==> src/rtl/rom_arbiter_pkg.sv <==
// Shared types and limits for the ROM arbiter.
// Optional feature macro used by the top: ROM_ARBITER_ROUND_ROBIN_EN.
package rom_arbiter_pkg;

  localparam int NREQ_MAX = 8;

  typedef enum logic [1:0] {
    IDLE = 2'd0,
    READ = 2'd1,
    RESP = 2'd2
  } state_e;

endpackage

==> src/rtl/rom_arbiter_pick.sv <==
// Winner selection: picks the lowest requesting index strictly above ptr,
// wrapping around. Result is one-hot, or zero when nothing is requesting.
module rom_arbiter_pick #(
  parameter int NREQ  = 2,
  parameter int PTR_W = 1
) (
  input  logic [NREQ-1:0]  req,
  input  logic [PTR_W-1:0] ptr,
  output logic [NREQ-1:0]  grant
);

  logic [PTR_W:0]   shift_s;
  logic [NREQ-1:0]  rot_s;
  logic [NREQ-1:0]  low_s;

  // Rotate so index ptr+1 lands at bit 0, isolate lowest set bit, rotate back.
  always_comb begin
    shift_s = {1'b0, ptr} + (PTR_W + 1)'(1'b1);
    rot_s   = NREQ'({req, req} >> shift_s);
    low_s   = rot_s & (~rot_s + NREQ'(1'b1));
    grant   = NREQ'(({low_s, low_s} << shift_s) >> NREQ);
  end

endmodule

==> src/rtl/rom_arbiter.sv <==
// Arbitrates NREQ read requesters onto one synchronous ROM (1-cycle latency).
// Define ROM_ARBITER_ROUND_ROBIN_EN for round-robin; default is fixed priority.
module rom_arbiter
  import rom_arbiter_pkg::*;
#(
  parameter int ADDR_WIDTH = 8,
  parameter int DATA_WIDTH = 32,
  parameter int NREQ       = 2
) (
  input  logic                            clk,
  input  logic                            reset,
  input  logic [NREQ-1:0]                 req_valid,
  input  logic [NREQ-1:0][ADDR_WIDTH-1:0] req_addr,
  output logic [NREQ-1:0]                 req_ready,
  output logic [NREQ-1:0]                 rsp_valid,
  input  logic [NREQ-1:0]                 rsp_ready,
  output logic [DATA_WIDTH-1:0]           rsp_data,
  output logic                            rom_ce,
  output logic [ADDR_WIDTH-1:0]           rom_addr,
  input  logic [DATA_WIDTH-1:0]           rom_dout
);

  localparam int PTR_W = (NREQ > 1) ? $clog2(NREQ) : 1;

  state_e                 state_q, state_d;
  logic [NREQ-1:0]        grant_q, grant_d;
  logic [NREQ-1:0]        rsp_valid_q, rsp_valid_d;
  logic [DATA_WIDTH-1:0]  rsp_data_q, rsp_data_d;
  logic [NREQ-1:0]        pick_s;
  logic [PTR_W-1:0]       ptr_s;
  logic                   issue_s;
  logic [NREQ-1:0]        req_ready_s;
  logic                   rom_ce_s;
  logic [ADDR_WIDTH-1:0]  rom_addr_s;

  rom_arbiter_pick #(
    .NREQ  (NREQ),
    .PTR_W (PTR_W)
  ) u_pick (
    .req   (req_valid),
    .ptr   (ptr_s),
    .grant (pick_s)
  );

`ifdef ROM_ARBITER_ROUND_ROBIN_EN
  logic [PTR_W-1:0] ptr_q, ptr_d;
  logic [PTR_W-1:0] pick_idx_s;

  // Remember the index of the most recent winner.
  always_comb begin
    pick_idx_s = '0;
    for (int i = 0; i < NREQ; i++) begin
      pick_idx_s = pick_idx_s | (pick_s[i] ? PTR_W'(i) : '0);
    end
    ptr_d = issue_s ? pick_idx_s : ptr_q;
  end

  // Pointer register; reset value gives requester 0 first priority.
  always_ff @(posedge clk or posedge reset) begin
    if (reset) begin
      ptr_q <= PTR_W'(NREQ - 1);
    end else begin
      ptr_q <= ptr_d;
    end
  end

  assign ptr_s = ptr_q;
`else
  // A constant pointer of NREQ-1 makes the rotating pick a plain fixed priority.
  assign ptr_s = PTR_W'(NREQ - 1);
`endif

  // Next-state and request-side decode; issue_s marks a grant in this cycle.
  always_comb begin
    state_d     = state_q;
    grant_d     = grant_q;
    rsp_valid_d = rsp_valid_q;
    rsp_data_d  = rsp_data_q;
    issue_s     = 1'b0;
    case (state_q)
      IDLE: begin
        issue_s = |req_valid;
      end
      READ: begin
        rsp_data_d  = rom_dout;
        rsp_valid_d = grant_q;
        state_d     = RESP;
      end
      RESP: begin
        if (|(rsp_valid_q & rsp_ready)) begin
          rsp_valid_d = '0;
          issue_s     = |req_valid;
          state_d     = IDLE;
        end else begin
          state_d     = RESP;
        end
      end
      default: begin
        state_d = IDLE;
      end
    endcase

    if (issue_s) begin
      req_ready_s = pick_s;
      rom_ce_s    = 1'b1;
      grant_d     = pick_s;
      state_d     = READ;
      rom_addr_s  = '0;
      for (int i = 0; i < NREQ; i++) begin
        rom_addr_s = rom_addr_s | (pick_s[i] ? req_addr[i] : '0);
      end
    end else begin
      req_ready_s = '0;
      rom_ce_s    = 1'b0;
      rom_addr_s  = '0;
    end
  end

  // State, latched grant and response registers.
  always_ff @(posedge clk or posedge reset) begin
    if (reset) begin
      state_q     <= IDLE;
      grant_q     <= '0;
      rsp_valid_q <= '0;
      rsp_data_q  <= '0;
    end else begin
      state_q     <= state_d;
      grant_q     <= grant_d;
      rsp_valid_q <= rsp_valid_d;
      rsp_data_q  <= rsp_data_d;
    end
  end

  // Grant-side outputs must be same-cycle; reset forces them low at once.
  assign req_ready = reset ? '0   : req_ready_s;
  assign rom_ce    = reset ? 1'b0 : rom_ce_s;
  assign rom_addr  = reset ? '0   : rom_addr_s;
  assign rsp_valid = rsp_valid_q;
  assign rsp_data  = rsp_data_q;

endmodule

==> config.mk <==
export PLATFORM = sky130hd
export DESIGN_NAME = rom_arbiter
export DESIGN_NICKNAME = d
export VERILOG_FILES = /design/src/rtl/rom_arbiter_pkg.sv /design/src/rtl/rom_arbiter_pick.sv /design/src/rtl/rom_arbiter.sv
export SDC_FILE = /design/constraint.sdc
export NUM_CORES = 1
export LEC_CHECK = 0
export BUFFER_PORTS_ARGS = -buffer_cell sky130_fd_sc_hd__buf_2
export CAP_MARGIN = 20
export CORE_MARGIN = 10
export CORE_UTILIZATION = 43
export CTS_BUF_LIST = sky130_fd_sc_hd__clkbuf_4 sky130_fd_sc_hd__clkbuf_8
export DETAILED_ROUTE_END_ITERATION = 10
export PLACE_DENSITY = 0.77
export SYNTH_ARGS = -nofsm -noshare
export SYNTH_HDL_FRONTEND = slang
export SYNTH_HIERARCHICAL = 1
export SYNTH_SLANG_ARGS = --single-unit
==> constraint.sdc <==
create_clock -name clk -period 1.8 [get_ports clk]
set_input_delay 0.18 -clock clk [delete_from_list [all_inputs] [get_ports clk]]
set_output_delay 0.18 -clock clk [all_outputs]
set_load 0.02 [all_outputs]
Word-level counts from Yosys, hierarchy flattened
Index checks and enable logic that the tools add are counted.
Widths: inputs -> output; s select.

word-level totals
  bits in latches = 0
  bits in read-only memories = 0
  logic and storage cells = 33
  flip-flop bits (word level) = 38
  output and inout port bits = 45
  input port bits = 54
  memory bits (writable) = 0
  memories = 0

operators by class
  shift-type cells = 0
  reduce and logical (&&, ||, !) cells = 5
  divide/modulo/power cells = 0
  bitwise logic cells = 4
  $mul = 0
  equal/unequal tests = 4
  $lt $le $gt $ge = 0
  multiplexer cells = 15
  add/subtract/negate cells = 1

operators by type and width
  cell                 count
  $mux 8               4
  $mux 2               5
  $or 8x8->8           1
  $pmux 2 s3           1
  $and 2x2->2          2
  $ne 2x2->1 const B   2
  $pmux 2 s2           1
  $reduce_or 2->1      2
  $mux 1               3
  $add 2x1->2 const B  1
  $eq 2x1->1 const B   1
  $eq 2x2->1 const B   1
  $logic_not 2->1      1
  $not 2->2            1
  $pmux 1 s2           1
  $reduce_and 2->1     1
  $reduce_bool 2->1    1

Logic depth before layout (Yosys ltp)
  depth after elaboration = 7
  depth in mapped cells = 6
  depth with buffers taken out = 5

By module
Netlist, hierarchy kept.

by module, submodules not included
  module            instances  seq. area each (µm²)  cells each  area each (µm²)
  rom_arbiter       1          950.9                 126         1665.3
  rom_arbiter_pick  1          0.0                   3           18.8

Worst setup path after synthesis
OpenSTA, ideal clock, no wires.

  path kind = reg2out
  start = reg state_q[0]
  end = out rom_addr[0]
  cell stages (with the launch flop) = 7
  path buffers = 1
  arrival time = 1426 ps
  data required time = 1620 ps
  setup slack = 194 ps
  cell sequence = dfrtp_1 -> inv_1 -> ha_1 -> nand2b_1 -> o32a_1 -> buf_6 -> nor2_1

on the way
  longest elaborated chain between the ends = 4
  elaborated cells between the ends (all ways) = 5
  classes of those cells = eq/ne (1); mux (3); reduce/logical (1)

ends and longest elaborated chain
  item                                                  RTL line            source
  from (decl)                                           rom_arbiter.sv:25   state_e state_q, state_d;
  from (signal assigned)                                rom_arbiter.sv:127  state_q <= state_d;
  $eq 2x2->1 / $logic_not 2->1 (equally long branches)  rom_arbiter.sv:80   case (state_q)
  $pmux 1 s2 *                                          rom_arbiter.sv:80
  $mux 8 *                                              rom_arbiter.sv:103  if (issue_s) begin
  $mux 8 *                                              rom_arbiter.sv:137  assign rom_addr = reset ? '0 : rom_addr_s;
  to (decl)                                             rom_arbiter.sv:19   output logic [ADDR_WIDTH-1:0] rom_addr,

Mark *: on every way between the ends. The rest lies on a longest branch, timed or not.

Worst setup path in the final report
  start = reg state_q[0]
  end = out rom_addr[6]

Same word-level chain as after synthesis.

==> impl_metrics.py <==
metrics = {
    "outcome": {
        "status": "finished, violations left",
        "violations": "negative setup slack",
    },
    "logic_synthesis": {
        "synth_area_per_cell_um2": 13.1,
        "synth_compound_area_share_pct": 9.44,
        "ys.flop_type": "dfrtp_1",
        "yosysMostFrequentCell": "dfrtp_1",
        "synth-edff-count": 0,
        "netlist.area_leader.share_pct": 56.5,
        "synth.distinct_cells": 23,
        "yosysSeqAreaShare_pct": 56.5,
        "postSynthCellCount": 129,
        "synth_top_area_cell": "dfrtp_1",
        "yosys-top-cells-count": "38 x dfrtp_1, 34 x mux2_2, 9 x a22oi_1, 9 x nor2_1, 7 x inv_1",
        "synth_adder_area_share_pct": 2.23,
        "synth-xor-area-share_pct": 0,
        "syn_area_mm2": 0.00168,
        "synthArstFlopShare_pct": 100,
        "synth-simple-area-share_pct": 4.61,
        "synthTopCellsByArea": "dfrtp_1 56%, mux2_2 23%, a22oi_1 4.0%",
        "synth_top_family_by_area": "multiplexers",
        "ys_warn_count": 6,
        "synth-seq-cells": 38,
        "synth_mux_area_share_pct": 22.7,
    },
    "min_path": {
        "worst_hold_path.num_cells": 2,
        "hold_end": "rsp_data[4]",
        "hold_path.class": "in -> reg",
        "hp-start": "rom_dout[4]",
    },
    "drt": {
        "drt-pass1-iter-count": 4,
        "routed_wirelength_um": 4940,
        "vias": 1441,
        "drtIter0Drc": 34,
        "drc_errors": 0,
        "wire_per_inst_um": 17.1,
        "ant_nets": 0,
        "viasPerCell": 4.99,
    },
    "grt": {
        "grt_util_all_layers_pct": 13.7,
        "grt_pass1_vias": 1529,
        "grt_pass1_wl_um": 7250,
        "antenna_found_initial": 0,
        "grt_start_max_net_pins": 38,
        "grt.overflow.total": 0,
    },
    "clock_tree": {
        "insertion_delay_ns": 0.28,
        "cts_buffer_depth": 2,
        "cts_tree": "built",
        "clockRootBuffer": "clkbuf_8",
        "htree_levels": 2,
        "clkTransAtPathRegs_ns": 0.07,
        "cts.sinks": 38,
        "cts_buffers": 5,
    },
    "setup_path": {
        "cp-start-kind": "flip-flop",
        "cp_max_fo": 5,
        "end_kind": "output pin",
        "regToRegStartpoint": "state_q[0]",
        "path_class": "reg -> out",
        "r2r_setup_slack_ns": 0.25,
        "reg2reg_depth": 6,
        "critPathArrivalTime_ns": 1.65,
        "r2r_end": "grant_q[1]",
        "required_ns": 1.62,
    },
    "cells_and_area": {
        "area_delta_synth_final_pct": 50.7,
        "insertedDiodeCount": 0,
        "post-route-cell-area_mm2": 0.00254,
        "drive_above_1_share_pct": 69.7,
        "fin_nets": 297,
        "finalCoreUtilization_pct": 68.3,
    },
    "timing": {
        "finalSetupViolCount": 1,
        "rsz0062_at_grt": "true",
        "finalHoldViolCount": 0,
        "skew_ns": 0.00454,
        "maxSlewViolCount": 0,
        "min_period_over_period_pct": 102,
        "clock.fmax_ghz": 0.547,
        "period_needed_ns": 1.83,
        "layout_setup_ws_ns": -0.0274,
        "hold_slack_ns": 0.128,
    },
    "floorplan": {
        "die_x_um": 82.6,
        "ios": 99,
        "rows": 22,
        "die_y_um": 82.6,
        "initial_utilization_pct": 45.3,
        "dieArea_mm2": 0.00682,
        "core-area_mm2": 0.00372,
    },
    "run": {
        "cap_violations": 0,
    },
    "placement": {
        "gp_congestion": 0.882,
        "placed_area_mm2": 0.00224,
        "dp_hpwl_um": 3600,
        "port-buffer-count": 98,
    },
    "power_and_ir_drop": {
        "p_leak_nw": 1.26,
        "powerDensity_mw_per_mm2": 1830,
        "max-vdd-ir-drop_mv": 1.01,
    },
}
==> per-stage QoR <==
stage	TNS (ns)	setup slack, ns	cells	power, mW
floorplan	0	0.194	130	3.08
global placement	0	0.203	274	3.79
detailed placement	0	0.153	274	3.86
CTS	0	0.000490	286	4.62
global route	-0.603	-0.0844	289	4.98
finish	-0.0274	-0.0274	289	4.65
==> per-layer routing <==
layer,global-route usage [%],routed length [µm],up-vias
li1,-,-,671
met1,14.1,1780,687
met2,22.5,2390,77
met3,7.78,683,6
met4,5.69,79,0
met5,0,0,-
==> state kept, by name (all words and copies together), names as in the netlist <==
| register | flops |
|---|---|
| rsp_valid | 2 |
| grant_q | 2 |
| rsp_data | 32 |
| state_q | 2 |
==> placed cells by master (no fill, tap or decap), types with 2 or more instances in the layout <==
cell type and count:
buf_2 88, dfrtp_1 38, mux2_2 34, buf_4 13, a22oi_1 9, clkbuf_8 6
buf_6 6, inv_1 5, nor2_2 5, o21ai_0 4, nor2_4 3, o21ai_2 2
a21boi_0 2, nand2_1 2, inv_2 2, o32a_4 2, and3_1 2, ha_4 2
conb_1 2
==> worst max-delay path by stage <==
stage                    start     endpoint  depth (start not counted)
global route        state_q[0]  rom_addr[6]                          6
global placement    state_q[0]  rom_addr[5]                          6
CTS                 state_q[0]  rom_addr[1]                          6
finish              state_q[0]  rom_addr[6]                          6
floorplan           state_q[0]  rom_addr[0]                          6
detailed placement  state_q[0]  rom_addr[7]                          6
==> power by group <==
group | internal, mW | switching, mW
logic | 1.19 | 1.36
registers | 1.30 | 0.215
clock network | 0.324 | 0.267
total | 2.81 | 1.84
==> final cells by class <==
type	instances	area, µm²
clock buffer	7	90.1
clock inverter	1	5.00
fill	292	1180
inverter	7	26.3
multi-input combinational	79	771
sequential	38	951
tap	48	60.1
timing repair buffer	109	636
==> critical path, stage by stage (launching register included) <==
cell	delay, ns
dfrtp_1	0.39
inv_2	0.11
ha_4	0.16
nand2b_4	0.06
o32a_4	0.36
nor2_2	0.15
buf_6	0.14
==> repair_timing <==
item	CTS	global route
hold buffers	1	0
pin swaps	6	6
cloned	1	0
endpoints found under the hold margin	1	0
buffers inserted	2	3
resized for setup	19	20
setup endpoints to repair	11	11
==> kinds of logic (layout without fill, tap and decap cells) <==
| family | count (synthesis) | in the layout |
|---|---|---|
| DFF | 38 | 38 |
| muxes | 34 | 34 |
| AOI/OAI and AO/OA | 22 | 23 |
| and+or+nand+nor | 17 | 17 |
| buffers and inverters | 14 | 124 |
| adders and majority gates | 3 | 3 |
| other | 1 | 2 |
No activity file was read; power rests on OpenSTA's default activity.
